<file path="config.mk">
export PLATFORM = sky130hd
export DESIGN_NAME = rv32i_fetch
export DESIGN_NICKNAME = d
export VERILOG_FILES = /design/src/rtl/rv32i_fetch.sv
export SDC_FILE = /design/constraint.sdc
export NUM_CORES = 1
export LEC_CHECK = 0
export ABC_AREA = 0
export CAP_MARGIN = 20
export CORE_MARGIN = 2
export CORE_UTILIZATION = 45
export CTS_BUF_LIST = sky130_fd_sc_hd__clkbuf_4 sky130_fd_sc_hd__clkbuf_8
export DETAILED_ROUTE_END_ITERATION = 12
export PLACE_DENSITY = 0.71
export SETUP_SLACK_MARGIN = 0.15
export SYNTH_ARGS = -nofsm -noshare
export SYNTH_HDL_FRONTEND = slang
export SYNTH_HIERARCHICAL = 1
export SYNTH_SLANG_ARGS = --single-unit
</file>
<file path="constraint.sdc">
create_clock -name clk -period 15.1 [get_ports clk]
set_clock_uncertainty 0.15 [all_clocks]
set_input_delay 3.775 -clock clk [delete_from_list [all_inputs] [get_ports clk]]
set_output_delay 3.775 -clock clk [all_outputs]
set_load 0.005 [all_outputs]
</file>
<file path="src/rtl/rv32i_fetch.sv">
// rv32i instruction fetch: PC generation, credit-limited imem requests, in-order
// response buffering and a valid/ready hand-off to decode, with jump flush.
module rv32i_fetch #(
  parameter int              XLEN     = 32,
  parameter logic [XLEN-1:0] RESET_PC = 32'h0000_0000,
  parameter int              DEPTH    = 2
) (
  input  logic            clk,
  input  logic            areset,
  output logic            imem_req,
  output logic [XLEN-1:0] imem_addr,
  input  logic            imem_gnt,
  input  logic            imem_rvalid,
  input  logic [XLEN-1:0] imem_rdata,
  input  logic            jump,
  input  logic [XLEN-1:0] jump_target,
  output logic            if_valid,
  input  logic            if_ready,
  output logic [XLEN-1:0] if_instr,
  output logic [XLEN-1:0] if_pc
);

  localparam int AW = (DEPTH > 1) ? $clog2(DEPTH) : 1;
  localparam int CW = $clog2(DEPTH + 1);
  localparam int SW = CW + 1;

  logic [XLEN-1:0] pc_q, pc_d;
  logic [CW-1:0]   inflight_q, inflight_d;
  logic [CW-1:0]   occ_q, occ_d;
  logic [CW-1:0]   drop_q, drop_d;
  logic [AW-1:0]   rd_ptr_q, rd_ptr_d;
  logic [AW-1:0]   wr_ptr_q, wr_ptr_d;
  logic [XLEN-1:0] instr_q [DEPTH];
  logic [XLEN-1:0] instr_d [DEPTH];
  logic [XLEN-1:0] ipc_q [DEPTH];
  logic [XLEN-1:0] ipc_d [DEPTH];

  logic            pop_s;
  logic            gnt_s;
  logic            rsp_s;
  logic            keep_s;
  logic [SW-1:0]   credit_s;
  logic [XLEN-1:0] resp_pc_s;

  assign if_valid  = (occ_q != {CW{1'b0}});
  assign if_instr  = instr_q[rd_ptr_q];
  assign if_pc     = ipc_q[rd_ptr_q];
  assign imem_addr = pc_q;

  assign pop_s    = if_valid && if_ready;
  assign credit_s = SW'(inflight_q) + SW'(occ_q) - SW'(pop_s);
  assign imem_req = !areset && (credit_s < SW'(DEPTH)) && !jump;
  assign gnt_s    = imem_req && imem_gnt;
  // A response with nothing outstanding (e.g. left over from before reset) is ignored.
  assign rsp_s    = imem_rvalid && (inflight_q != {CW{1'b0}});
  assign keep_s   = rsp_s && (drop_q == {CW{1'b0}}) && !jump;
  // Once drops are drained, every outstanding request is contiguous below pc_q.
  assign resp_pc_s = pc_q - (XLEN'(inflight_q) << 2);

  // Next-state for PC, counters, FIFO pointers and storage.
  always_comb begin
    pc_d       = pc_q;
    inflight_d = inflight_q + CW'(gnt_s) - CW'(rsp_s);
    occ_d      = occ_q + CW'(keep_s) - CW'(pop_s);
    drop_d     = drop_q;
    rd_ptr_d   = rd_ptr_q + AW'(pop_s);
    wr_ptr_d   = wr_ptr_q + AW'(keep_s);
    instr_d    = instr_q;
    ipc_d      = ipc_q;
    if (keep_s) begin
      instr_d[wr_ptr_q] = imem_rdata;
      ipc_d[wr_ptr_q]   = resp_pc_s;
    end else begin
      instr_d = instr_q;
    end
    if (jump) begin
      pc_d     = jump_target & ~{{(XLEN-2){1'b0}}, 2'b11};
      occ_d    = {CW{1'b0}};
      rd_ptr_d = {AW{1'b0}};
      wr_ptr_d = {AW{1'b0}};
      drop_d   = inflight_q - CW'(rsp_s);
    end else begin
      pc_d = gnt_s ? (pc_q + {{(XLEN-3){1'b0}}, 3'd4}) : pc_q;
      if (rsp_s && (drop_q != {CW{1'b0}})) begin
        drop_d = drop_q - {{(CW-1){1'b0}}, 1'b1};
      end else begin
        drop_d = drop_q;
      end
    end
  end

  // State registers.
  always_ff @(posedge clk or posedge areset) begin
    if (areset) begin
      pc_q       <= RESET_PC;
      inflight_q <= {CW{1'b0}};
      occ_q      <= {CW{1'b0}};
      drop_q     <= {CW{1'b0}};
      rd_ptr_q   <= {AW{1'b0}};
      wr_ptr_q   <= {AW{1'b0}};
      for (int i = 0; i < DEPTH; i++) begin
        instr_q[i] <= {XLEN{1'b0}};
        ipc_q[i]   <= {XLEN{1'b0}};
      end
    end else begin
      pc_q       <= pc_d;
      inflight_q <= inflight_d;
      occ_q      <= occ_d;
      drop_q     <= drop_d;
      rd_ptr_q   <= rd_ptr_d;
      wr_ptr_q   <= wr_ptr_d;
      instr_q    <= instr_d;
      ipc_q      <= ipc_d;
    end
  end

  rv32i_fetch_chk #(.CW(CW), .DEPTH(DEPTH)) u_chk (
    .clk      (clk),
    .areset   (areset),
    .push     (keep_s),
    .pop      (pop_s),
    .occ      (occ_q),
    .inflight (inflight_q)
  );

endmodule

// Simulation-only invariants of the fetch buffer and request credit.
module rv32i_fetch_chk #(
  parameter int CW    = 2,
  parameter int DEPTH = 2
) (
  input logic          clk,
  input logic          areset,
  input logic          push,
  input logic          pop,
  input logic [CW-1:0] occ,
  input logic [CW-1:0] inflight
);

  a_no_overflow: assert property (@(posedge clk) disable iff (areset)
    !(push && !pop && (occ == CW'(DEPTH))))
    else $error("fetch buffer push while full");

  a_inflight_bound: assert property (@(posedge clk) disable iff (areset)
    inflight <= CW'(DEPTH))
    else $error("fetch inflight above DEPTH");

endmodule

</file>
# Word level (Yosys, flattened, before mapping)
# Cells that the tools add are included.
totals:
  word_cells: 62
  regBits: 168
  in_bits: 70
op_classes:
  n_addsub: 12
  reduce_logical: 17
  n_bitwise: 2
  mux: 17
  order_cmp: 4
op_table:
  columns: ["cell", "n"]
  rows:
  - ["two-way mux 32 bit", 9]
  - ["bitwise mux 64 bit", 2]
  - ["adder 32 x 3 -> 32 bit, second input constant", 1]
  - ["demux 32 bit (select 1 bit)", 1]
  - ["subtractor 32 x 4 -> 32 bit", 1]
  - ["nonzero test 2 bit", 5]
  - ["logical AND 1 bit", 9]
  - ["two-way mux 2 bit", 3]
  - ["subtractor 2 x 1 -> 2 bit", 3]
  - ["adder 2 x 1 -> 2 bit", 2]
  - [">= comparator 2 bit, second input constant", 2]
  - ["NOT 1 -> 2 bit", 2]
  - ["adder 2 x 2 -> 3 bit", 1]
  - ["< comparator 3 x 2 -> 1 bit, second input constant", 1]
  - ["subtractor 3 x 1 -> 3 bit", 1]
  - ["adder 1 bit", 2]
  - ["logical NOT 1 bit", 2]
  - ["logical NOT 2 bit", 1]
  - ["< comparator 2 x 1 -> 1 bit, second input constant", 1]
  - ["two-way mux 1 bit", 2]
  - ["subtractor 2 x 1 -> 2 bit, second input constant", 1]

# Depth between registers and ports, before layout
logic_depth:
  word_depth: 9
  depth_mapped: 15
  ltp_nobuf: 14

# Least setup slack after synthesis
# No wires, ideal clock.
synth_path:
  kind: "input to output"
  startpoint: "input port if_ready"
  endpoint: "output port imem_req"
  setup_slack_ns: 5.966
  arrival_ns: 5.209
  n_path_buf: 0
  path_stages: 6
  required_ns: 11.175
  cell_sequence: "and2_1 -> ha_1 -> nand2b_1 -> fa_1 -> xnor2_1 -> nor4b_1"
synth_between:
  elab_chain_len: 5
synth_rtl:
  columns: ["item", "line_no", "source"]
  rows:
  - ["start: declaration", "18", "input logic if_ready,"]
  - ["logical AND 1 bit", "50", "assign pop_s = if_valid && if_ready;"]
  - ["subtractor 3 x 1 -> 3 bit", "51", "assign credit_s = SW'(inflight_q) + SW'(occ_q) - SW'(pop_s);"]
  - ["< comparator 3 x 2 -> 1 bit", "52", "assign imem_req = !areset && (credit_s < SW'(DEPTH)) && !jump;"]
  - ["logical AND 1 bit (2 in a row)", "52", null]
  - ["end: declaration", "10", "output logic imem_req,"]
# No other way between the ends.

# Worst setup path in the final report
# Ends and elaborated chain as after synthesis.

==> metrics.txt <==
status completed; H-tree depth 4; top post-synthesis cells by area dfrtp_1 49%, mux2_2 17%, nor2_1 3.9%, a21oi_1 3.6%, xnor2_1 2.6%; core area 18000 um^2; kind of critical path in -> out; vias in the first global route 6193; worst reg-to-reg setup slack 11.27 ns; CP delay by family, top buffers and inverters; RSZ-0062 raised after global routing no; cell with the most instances on the worst path clkdlybuf4s50_1; startpoint types input pin; Final HPWL DP 13.1 mm; overall global routing resource usage 0.206; Place WS 4.81 ns; crit-path max FO 5; # setup viols final 0; drt wl/cell 17.0 um; largest net degree at the start of global routing 93; fin worst setup slack 4.80 ns; Antenna diodes 0; via count 6258; Syn Std Cell Area 8280 um^2; Area Growth Syn to Fin 25.8%; RR Endpoint imem_addr[15]; Leak Pwr 0.00437 uW; DR iter-0 viols 360; Resized Gates After CTS 0; hold_buf cts 0; worst vdd ir 0.0000816 V; antenna violation net count after detailed routing 0; Fin Setup TNS 0 ns; Final Hold Vio Count 0; CTS clk-pin slew, worst paths 0.08 ns; insertion delay to the later sink of the worst-skew pair 0.45 ns; Die Area 19500 um^2; final WL 19.6 mm; GRT Residual Overflow 0; Warnings, synthesis 6; Stages on worst setup path 8; CP Capture Type output port; Cell Rows 49; CTS root buf clkbuf_8; Period Utilization, post-route 0.682; total CTS buffers 17; CTS tree done; average instance area after synthesis 10.6 um^2; CP cell instances clkdlybuf4s50_1 > and2_1 > ha_1 > nand2b_1 > fa_1 > xnor2_1 > nor4b_1 > clkdlybuf4s50_1; Hold Path Class reg -> reg; first-pass GRT wire length 32.5 mm; cell taking the most area after synthesis dfrtp_1; initial antenna violation count 0; Critical Path Sink imem_req; CP startpoint if_ready; Post-Route Utilization 0.578; Chip Height 140 um; RePlAce Congestion 0.860; EDFF count, synth 0; CP peak stage delay 0.57 ns; DRC viols 0; 1st-pass router iterations 4; RR Startpoint occ_q[1]; unique cell type count in the Yosys netlist 55; synth cell count leaders 162 x dfrtp_1, 127 x mux2_2, 86 x nor2_1, 59 x a21oi_1, 44 x nand2_1; fin area 10400 um^2; Worst path slowest cell clkdlybuf4s50_1; Die Wd 140 um; post-DR vias/cell 5.43; Final Max Tran Viols 0; Period minus WS final 10.30 ns; multi-input logic area 3880 um^2; top-count cell post-synth dfrtp_1; proportion of layout cells with a drive suffix above 1 0.193; Reg area 4060 um^2; flops & latches, synth 162; Setup Buffers After CTS 0; max-cap viol count 0; Slew headroom 0.246; Req. time, crit path 11.18 ns; WP buf/inv 2; fraction of registers with async set/reset 1.00; dpl cell area 9990 um^2; clock sinks 162; Fill cells 1616; Clock Tree Buf Depth 2; I/O pins 168; post-synthesis cell count 784; Cell Pwr Density 164 nW/um^2; overall power 1710 uW; Arr. time, crit path 6.38 ns; pin slew with the least headroom to its limit 1.12 ns; Starting Density 0.459; Main synth FF type dfrtp_1; buffers added on ports 161; sequential area share after synthesis 0.490; Yosys top cell area share 0.490; Fmax 97.1 MHz; Final #Nets 996; cells on worst reg2reg path 11
## final cells by class
type                            count  area share
Clock buffer                       23      0.0286
Multi-Input combinational cell    535       0.372
Inverter                           27      0.0102
Sequential cell                   162       0.389
Tap cell                          229      0.0275
Timing Repair Buffer              168       0.160
Clock inverter                      9      0.0124
## cell usage in the layout (no fill, tap or decap), types with 3 or more instances in the layout
| master | count |
|---|---|
| buf_4 | 7 |
| dfrtp_1 | 161 |
| nor2b_1 | 4 |
| xnor2_1 | 25 |
| clkbuf_4 | 3 |
| mux2i_1 | 3 |
| inv_1 | 25 |
| a31oi_1 | 5 |
| nand4b_1 | 3 |
| a21oi_1 | 59 |
| or4_1 | 3 |
| clkdlybuf4s50_1 | 161 |
| clkinv_2 | 3 |
| ha_1 | 11 |
| nand2_1 | 44 |
| nor4_1 | 14 |
| a22oi_1 | 4 |
| o211ai_1 | 14 |
| bufinv_16 | 3 |
| clkbuf_8 | 20 |
| conb_1 | 4 |
| o21ai_0 | 18 |
| nor2_1 | 86 |
| xor2_1 | 12 |
| o311ai_0 | 8 |
| nand4_1 | 13 |
| or3_1 | 3 |
| mux2_2 | 127 |
| nor3_1 | 7 |
| nand3_1 | 35 |
## per-stage QoR
stage               hold WS [ns]  std cells
floorplan                  0.325        787
global placement           0.333       1121
detailed placement         0.341       1121
CTS                        0.362       1153
global route               0.370       1153
finish                     0.356       1153
## power breakdown
part           internal [uW]  leakage, uW  switching, uW
combinational            423      0.00211            261
clock                    182     0.000216            154
sequential               580      0.00204            107
## worst min-delay path by stage
stage / slack (ns) / start / endpoint / cells past startpoint
floorplan: 0.32 / instr_q[29] / instr_q[29] / 1
global placement: 0.33 / instr_q[1] / instr_q[1] / 1
detailed placement: 0.34 / instr_q[22] / instr_q[22] / 1
CTS: 0.36 / instr_q[15] / instr_q[15] / 1
global route: 0.37 / instr_q[52] / instr_q[52] / 1
finish: 0.36 / instr_q[34] / instr_q[34] / 1
## sequential cells by signal, summed over array words and instances (netlist names)
name / flops
drop_q: 2
imem_addr: 30
inflight_q: 2
instr_q: 64
ipc_q: 60
occ_q: 2
rd_ptr_q: 1
wr_ptr_q: 1
## routing by layer
metal  global-route usage  up-vias  share of wire
met2                0.313      201           0.45
li1                     -     3018              -
met1                0.296     3013           0.48
met5                    0        -              0
met4               0.0626        0          0.019
met3               0.0482       26          0.058
## kinds of logic after synthesis
kind of cell	after synthesis	share of synthesized area
other	1	0.000453
flip-flops	162	0.490
AO/OA/AOI/OAI	116	0.0834
XOR/XNOR	37	0.0391
AND/OR/NAND/NOR	233	0.140
multiplexers	130	0.176
adder cells (fa/ha/maj)	15	0.0245
buffers and inverters	90	0.0463
No activity file was read; power rests on OpenSTA's default activity.
